--- src/rtl/pipe_hazard_ctrl.sv ---
`default_nettype none
// ============================================================================
//  Module   : pipe_hazard_ctrl
//  Purpose  : ID-stage hazard controller. Handles operand forwarding,
//             load-use stalls, branch bubbles and iterative-multiply sequencing.
//  Options  : define HAZ_STAT_EN to add the stall_cnt statistics output.
//  Revision : 1.0  initial release
// ============================================================================
module pipe_hazard_ctrl #(
    parameter int MUL_LAT = 4,
    parameter int RW      = 5
) (
    input  logic          clock,
    input  logic          resetn,
    input  logic [RW-1:0] id_rs,
    input  logic [RW-1:0] id_rt,
    input  logic          id_rs_used,
    input  logic          id_rt_used,
    input  logic [RW-1:0] id_rn,
    input  logic          id_wreg,
    input  logic          id_m2reg,
    input  logic          id_is_mul,
    input  logic          btaken,
    output logic          wpcir,
    output logic          id_bubble,
    output logic [1:0]    fwda,
    output logic [1:0]    fwdb,
    output logic          mul_start,
`ifdef HAZ_STAT_EN
    output logic [15:0]   stall_cnt,
`endif
    output logic          mul_busy
);

    localparam logic [1:0] ST_IDLE  = 2'd0;
    localparam logic [1:0] ST_BUSY  = 2'd1;
    localparam logic [1:0] ST_DONE  = 2'd2;
    localparam logic [3:0] MUL_LOAD = 4'(MUL_LAT - 2);

    logic [1:0]    state_q, state_d;
    logic [3:0]    cnt_q, cnt_d;
    logic          exe_wreg_q, exe_wreg_d, exe_m2reg_q, exe_m2reg_d;
    logic [RW-1:0] exe_rn_q, exe_rn_d;
    logic          mem_wreg_q, mem_wreg_d, mem_m2reg_q, mem_m2reg_d;
    logic [RW-1:0] mem_rn_q, mem_rn_d;

    logic exe_hit_rs, exe_hit_rt, mem_hit_rs, mem_hit_rt;
    logic lu_stall, mul_stall, issue;

    // A slot only hits when it writes a real register; $0 never forwards.
    always_comb begin
        exe_hit_rs = exe_wreg_q && (exe_rn_q != '0) && (exe_rn_q == id_rs);
        exe_hit_rt = exe_wreg_q && (exe_rn_q != '0) && (exe_rn_q == id_rt);
        mem_hit_rs = mem_wreg_q && (mem_rn_q != '0) && (mem_rn_q == id_rs);
        mem_hit_rt = mem_wreg_q && (mem_rn_q != '0) && (mem_rn_q == id_rt);
    end

    always_comb begin
        if (exe_hit_rs && !exe_m2reg_q && id_rs_used) fwda = 2'b01;
        else if (mem_hit_rs && !mem_m2reg_q)          fwda = 2'b10;
        else if (mem_hit_rs && mem_m2reg_q)           fwda = 2'b11;
        else                                          fwda = 2'b00;

        if (exe_hit_rt && !exe_m2reg_q && id_rt_used) fwdb = 2'b01;
        else if (mem_hit_rt && !mem_m2reg_q)          fwdb = 2'b10;
        else if (mem_hit_rt && mem_m2reg_q)           fwdb = 2'b11;
        else                                          fwdb = 2'b00;
    end

    always_comb begin
        lu_stall  = exe_m2reg_q && ((id_rs_used && exe_hit_rs) || (id_rt_used && exe_hit_rt));
        mul_stall = (state_q == ST_BUSY);
        wpcir     = !(lu_stall || mul_stall);
        id_bubble = lu_stall || mul_stall || btaken;
        issue     = wpcir && !id_bubble;
        mul_start = issue && id_is_mul;
        mul_busy  = (state_q != ST_IDLE);
    end

    // A mul may issue from DONE as well as IDLE, restarting the sequence.
    always_comb begin
        state_d = state_q;
        cnt_d   = cnt_q;
        case (state_q)
            ST_IDLE: begin
                if (mul_start) begin
                    state_d = ST_BUSY;
                    cnt_d   = MUL_LOAD;
                end
            end
            ST_BUSY: begin
                if (cnt_q == 4'd0) state_d = ST_DONE;
                else               cnt_d   = cnt_q - 4'd1;
            end
            ST_DONE: begin
                if (mul_start) begin
                    state_d = ST_BUSY;
                    cnt_d   = MUL_LOAD;
                end else begin
                    state_d = ST_IDLE;
                end
            end
            default: begin
                state_d = ST_IDLE;
                cnt_d   = 4'd0;
            end
        endcase
    end

    // While the multiplier runs, the mul stays parked in EXE and MEM drains.
    always_comb begin
        exe_wreg_d  = exe_wreg_q;
        exe_rn_d    = exe_rn_q;
        exe_m2reg_d = exe_m2reg_q;
        mem_wreg_d  = 1'b0;
        mem_rn_d    = '0;
        mem_m2reg_d = 1'b0;
        if (!mul_stall) begin
            mem_wreg_d  = exe_wreg_q;
            mem_rn_d    = exe_rn_q;
            mem_m2reg_d = exe_m2reg_q;
            exe_wreg_d  = issue ? id_wreg  : 1'b0;
            exe_rn_d    = issue ? id_rn    : '0;
            exe_m2reg_d = issue ? id_m2reg : 1'b0;
        end
    end

    always_ff @(posedge clock or negedge resetn) begin
        if (!resetn) begin
            state_q     <= ST_IDLE;
            cnt_q       <= 4'd0;
            exe_wreg_q  <= 1'b0;
            exe_rn_q    <= '0;
            exe_m2reg_q <= 1'b0;
            mem_wreg_q  <= 1'b0;
            mem_rn_q    <= '0;
            mem_m2reg_q <= 1'b0;
        end else begin
            state_q     <= state_d;
            cnt_q       <= cnt_d;
            exe_wreg_q  <= exe_wreg_d;
            exe_rn_q    <= exe_rn_d;
            exe_m2reg_q <= exe_m2reg_d;
            mem_wreg_q  <= mem_wreg_d;
            mem_rn_q    <= mem_rn_d;
            mem_m2reg_q <= mem_m2reg_d;
        end
    end

`ifdef HAZ_STAT_EN
    logic [15:0] stall_cnt_q, stall_cnt_d;

    always_comb begin
        stall_cnt_d = stall_cnt_q;
        if (!wpcir && (stall_cnt_q != 16'hFFFF)) stall_cnt_d = stall_cnt_q + 16'd1;
    end

    always_ff @(posedge clock or negedge resetn) begin
        if (!resetn) stall_cnt_q <= 16'd0;
        else         stall_cnt_q <= stall_cnt_d;
    end

    assign stall_cnt = stall_cnt_q;
`endif

endmodule
`default_nettype wire
--- config.mk ---
export PLATFORM = sky130hd
export DESIGN_NAME = pipe_hazard_ctrl
export DESIGN_NICKNAME = d
export VERILOG_FILES = /design/src/rtl/pipe_hazard_ctrl.sv
export SDC_FILE = /design/constraint.sdc
export NUM_CORES = 1
export LEC_CHECK = 0
export CAP_MARGIN = 25
export CORE_MARGIN = 8
export CORE_UTILIZATION = 52
export DETAILED_ROUTE_END_ITERATION = 8
export HOLD_SLACK_MARGIN = 0.12
export PLACE_DENSITY = 0.87
export SLEW_MARGIN = 30
export SYNTH_ARGS = -nofsm -noshare
export SYNTH_HDL_FRONTEND = slang
export SYNTH_SLANG_ARGS = --single-unit
--- constraint.sdc ---
create_clock -name clock -period 3.3 [get_ports clock]
set_clock_uncertainty 0.2 [all_clocks]
set_input_delay 0.66 -clock clock [delete_from_list [all_inputs] [get_ports clock]]
set_output_delay 0.66 -clock clock [all_outputs]
set_load 0.01 [all_outputs]
## Word-level counts from Yosys, hierarchy flattened

Cells that the tools add are included.

| word-level totals | value |
|---|---|
| bits in registers | 20 |
| input port bits | 23 |
| output and inout bits | 8 |
| word-level logic and storage cells | 72 |

| operators by class | value |
|---|---|
| add/subtract/negate cells | 1 |
| equality and inequality tests | 10 |
| mux-type cells | 19 |
| reductions and logical operators | 34 |

Operator list:

| cell | number |
|---|---|
| 5-bit equality test | 4 |
| 1-bit logical AND | 19 |
| 2-bit 2-to-1 mux | 8 |
| 5-bit 2-to-1 mux | 2 |
| 5-bit nonzero test | 2 |
| 4-bit 2-to-1 mux | 2 |
| 4-bit one-hot mux with 2 select lines | 1 |
| 2-bit one-hot mux with 3 select lines | 1 |
| 1-bit 2-to-1 mux | 5 |
| 1-bit logical NOT | 4 |
| 4-bit logical NOT | 1 |
| 2-bit by 1-bit != test with 1-bit output, second input constant | 2 |
| 2-bit != test, second input constant | 2 |
| 2-bit AND reduction | 2 |
| 4-bit by 1-bit subtractor with 4-bit output, second input constant | 1 |
| 1-bit logical OR | 3 |
| 2-bit by 1-bit equality test with 1-bit output, second input constant | 1 |
| 2-bit equality test, second input constant | 1 |
| 2-bit logical NOT | 1 |
| 2-bit nonzero test | 1 |
| 2-bit OR reduction | 1 |

## Logic depth before layout (Yosys ltp)

Gate-level depths: netlist of the first run.

| logic depth | value |
|---|---|
| depth after elaboration | 13 |
| gate-level depth with buffers | 7 |
| mapped depth without buffers | 7 |

## Worst setup path before layout of the first run

No wires, ideal clock.

| path | value |
|---|---|
| path kind | in2out |
| start point | input id_rs[3] |
| end point | output mul_start |
| arrival time | 1.689 ns |
| required time | 2.440 ns |
| slack | 0.751 ns |
| stages | 6 |
| path buffers | 1 |
| cells stage by stage | xor2_1 -> nor4_1 -> nand3_1 -> a21oi_2 -> buf_6 -> nor3_1 |

| on the way | value |
|---|---|
| word-level cells in the longest chain between the ends | 10 |
| elaborated cells on any way between the ends | 11 |
| those cells by class | 1 x eq/ne; 10 x reduce/logical |

Ends and longest elaborated chain:

| what | RTL line | text |
|---|---|---|
| from (decl) | 15 | `input logic [RW-1:0] id_rs,` |
| 5-bit equality test * | 52 | `exe_hit_rs = exe_wreg_q && (exe_rn_q != '0) && (exe_rn_q == id_rs);` |
| 1-bit logical AND * | 52 |  |
| 1-bit logical AND * | 71 | `lu_stall = exe_m2reg_q && ((id_rs_used && exe_hit_rs) \|\| (id_rt_used && exe_hit_rt));` |
| 1-bit logical OR * | 71 |  |
| 1-bit logical AND * | 71 |  |
| 1-bit logical OR * | 73, 74 |  |
| 1-bit logical OR | 74 | `id_bubble = lu_stall \|\| mul_stall \|\| btaken;` |
| 1-bit logical NOT | 75 | `issue = wpcir && !id_bubble;` |
| 1-bit logical AND * | 75 |  |
| 1-bit logical AND * | 76 | `mul_start = issue && id_is_mul;` |
| to (decl) | 28 | `output logic mul_start,` |

Every way passes the cells marked *; elsewhere a longest branch is shown, timed or not.

## Worst setup path in the final report of the first run

| path | value |
|---|---|
| start point | input id_rt[0] |
| end point | output id_bubble |

| on the way | value |
|---|---|
| word-level cells in the longest chain between the ends | 7 |

Ends and longest elaborated chain:

| what | RTL line | text |
|---|---|---|
| from (decl) | 16 | `input logic [RW-1:0] id_rt,` |
| 5-bit equality test | 53 | `exe_hit_rt = exe_wreg_q && (exe_rn_q != '0) && (exe_rn_q == id_rt);` |
| 1-bit logical AND | 53 |  |
| 1-bit logical AND | 71 |  |
| 1-bit logical OR | 71 |  |
| 1-bit logical AND | 71 |  |
| 1-bit logical OR (2 in series) | 74 |  |
| to (decl) | 25 | `output logic id_bubble,` |

No other way between the ends.

==> impl_metrics.yaml, run 1 <==
logic_synthesis:
  ys_top_cells_by_area: "dfrtp_1, xor2_1, o31ai_2, xnor2_1, nand2_1"
  async_reset_ff_share_pct: 100
  synthesis.area_per_instance_sq_um: 9.65
  prevailing_post_synth_register_cell: "dfrtp_1"
  synth_enable_flop_cells: 0
  synth_cells: 130
  synth_top_area_cell: "dfrtp_1"
  synth.distinct_cells: 36
  synth_top_area_share_pct: 39.9
  synth.ff_latch_count: 20
  synth_nets: 155
  syn-cell-area_sq_mm: 0.00125
  synth_warnings: 0
  seq_area_frac_synth_pct: 39.9
worst_setup_path:
  startpoint_of_the_worst_slack_reg_to_reg_timing_path: "exe_rn_q[4]"
  worst-path-max-fanout: 4
  data_required_time_at_the_worst_endpoint_ns: 2.44
  cp_data_arrival_time_ns: 2.42
  reg2reg_slack_ns: 0.92
  critPathKind: "in2out"
  r2r-end: "cnt_q[2]"
  crit_path_end_kind: "output pin"
  worstSetupStartpoint: "id_rt[0]"
  worstRegToRegCells: 7
  crit_path_start_kind: "input pin"
timing:
  worst_pin_slew_ns: 0.605
  finalHoldViolations: 0
  slew_headroom_pct: 59.3
  max_freq_mhz: 304
  finalHoldWorstSlack_ns: 0.370
  finalCritPeriodShare_pct: 99.5
  finalWorstPathRequiredPeriod_ns: 3.28
  setup_viol_count_final: 0
  report.final.slew_viol_count: 0
floorplan:
  die_area_sq_mm: 0.00424
  io_pins: 31
  fp.coreArea_sq_mm: 0.00239
  initial_utilization_pct: 52.6
  chipHeight_um: 65.1
  placementRows: 18
  die_w_um: 65.1
clock_tree:
  clock_path_buffers: 2
  cts.htree.levels: 1
  clock-sinks: 20
  cts_root_buffer: "clkbuf_4"
  tritoncts: "built"
  clk_transition_reported_paths_ns: 0.11
  numCtsBuffers: 3
  clkLatencyLatePin_ns: 0.30
pwr:
  cellInternalPower_uw: 769
  powerDensity_mw_per_mm2: 732
  net-switching-power_uw: 546
  clockPowerShare_pct: 15.1
  ir_drop_mv: 0.538
  power.combinational.fraction_pct: 47.9
  static-leakage-power_uw: 0.000863
  total_power_uw: 1320
  sequential_share_of_power_pct: 37.0
  sw_frac_of_total_pct: 41.5
route:
  drtAntennaViolNets: 0
  routed-via-count: 1167
  routedWlPerCell_um: 17.7
  drt_total_wl_mm: 3.62
  number_of_detailed_route_iterations_in_the_first_pass: 4
  initialDrtViolationCount: 56
  drc: 0
  post_drt_via_cell_ratio: 5.69
worst_hold_path:
  min_from: "exe_wreg_q"
  holdCritPathClass: "reg2reg"
  min_path_cells: 1
  worst_hold_path.endpoint: "mem_wreg_q"
cells_and_area:
  design.final.nets: 201
  fillCellCount: 177
  n_antenna_cell: 0
  drive_gt1_share_pct: 25.1
  finish.cell_count_without_fillers: 205
  post-route-cell-area_sq_mm: 0.00180
  multi_input_area_sq_um: 759
  layout-area-overhead-vs-synth_pct: 43.1
  ff_latch_area_sq_um: 500
placed_design:
  placed_cell_area_sq_mm: 0.00163
  buffer_ports.inserted: 30
  hpwl_mm: 2.61
  place.gp.congestion: 0.863
  place.detailed.instances: 194
grt:
  largest_net_degree_at_the_start_of_global_routing: 21
  gr-usage-all-layers_pct: 17.0
  grt.busiest_layer: "met2"
  first_global_vias: 1186
  globalRouteOverflowTotal: 0
  grt_use_met2_pct: 29.4
  grt_pass1_wl_mm: 5.70
  grt.met3_usage_pct: 2.55
  groute.layer.met1.usage_pct: 19.2
  antenna_found_initial: 0
job:
  maxCapViolations: 0
run_status:
  outcome: "completed"
routing by layer:
metal,share of wire [%],vias to the layer above
met4,3.9,0
met1,40,568
met2,50,43
met5,0,-
li1,-,546
met3,5.6,10
state kept, by name (all words and copies together) (netlist names):
name,flops
cnt_q,4
exe_m2reg_q,1
exe_rn_q,5
exe_wreg_q,1
mem_m2reg_q,1
mem_rn_q,5
mem_wreg_q,1
state_q,2
cells in the mapped netlist (all sizes together) (3+ instances only):
| library cell | n |
|---|---|
| and2 | 8 |
| dfrtp | 20 |
| inv | 5 |
| nand2 | 15 |
| nand2b | 3 |
| nand3 | 5 |
| nor2 | 6 |
| nor3 | 4 |
| nor4 | 4 |
| o21ai | 6 |
| o31ai | 7 |
| xnor2 | 8 |
| xor2 | 12 |
layout make-up:
| type | instances | share of cell area [%] |
|---|---|---|
| multi-input combinational | 101 | 42.3 |
| sequential | 20 | 27.9 |
| timing repair buffer | 45 | 23.8 |
| tap | 30 | 2.09 |
| clock inverter | 1 | 1.67 |
| clock buffer | 3 | 1.25 |
| inverter | 5 | 1.05 |
power groups by stage:
stage / combinational, uW / sequential (uW) / clock [uW]
after floorplan: 419 / 441 / 0
after global placement: 549 / 473 / 0
after detailed placement: 591 / 481 / 0
after CTS: 611 / 478 / 202
after global routing: 692 / 498 / 212
final: 630 / 486 / 199
cell usage in the layout, fill, tap and decap left out, types with 2 or more instances in the layout:
cell type / n
dlygate4sd2_1: 3
nand3_1: 4
and2_1: 7
o22ai_1: 2
nor4_2: 3
xnor2_1: 8
clkbuf_4: 3
inv_1: 5
dlymetal6s2s_1: 7
xor2_1: 12
nand2b_1: 3
buf_2: 2
a31o_2: 2
nor2b_1: 2
nor3_1: 2
o21ai_0: 6
buf_4: 13
clkdlybuf4s50_1: 15
ha_1: 2
nand2_1: 15
clkdlybuf4s15_2: 3
o31ai_2: 6
a21o_1: 2
dfrtp_1: 20
nor2_1: 6
logic make-up after synthesis:
logic type / after synthesis / share of synthesized area, %
compound gates: 26 / 18.3
xor+xnor: 20 / 14.0
fa+ha+maj: 2 / 1.99
buf+inv: 9 / 3.39
flops: 20 / 39.9
mux: 1 / 0.798
simple gates: 52 / 21.6
timing repair:
| action | CTS | global route |
|---|---|---|
| setup endpoints to repair | 7 | 7 |
| buffers inserted | 4 | 2 |
| gates resized for setup | 20 | 12 |
| pin swaps | 8 | 7 |
| cloned | 0 | 0 |
| hold buffers | 0 | 1 |
| hold endpoints to repair | 0 | 20 |
worst max-delay path, cell delays in order:
cell,delay (ns)
clkdlybuf4s50_1,0.51
xor2_1,0.24
nor4_2,0.07
nand3_1,0.15
buf_6,0.13
a21oi_4,0.06
or3_1,0.38
clkdlybuf4s15_2,0.24
metrics by stage:
step,setup WS [ns],utilization (%),setup TNS [ns]
floorplan,0.751,-,0
global placement,-0.263,68.2,-1.32
detailed placement,-0.466,68.2,-2.60
CTS,-0.0506,73.0,-0.0765
global route,-0.0647,75.2,-0.140
finish,0.0157,75.2,0
how the worst max path moves through the flow:
stage / slack, ns / end / cells past startpoint
floorplan: 0.75 / mul_start / 6
global placement: -0.26 / id_bubble / 7
detailed placement: -0.47 / id_bubble / 7
CTS: -0.05 / id_bubble / 8
global route: -0.06 / fwdb[1] / 8
finish: 0.02 / id_bubble / 8
(Power assumes the default switching activity.)
==> inputs of run 2 (changes only) <==
- CTS_CLUSTER_DIAMETER: unset -> 150
==> results of run 2 <==
Final layout, timing and power as in run 1 (identical DEF).
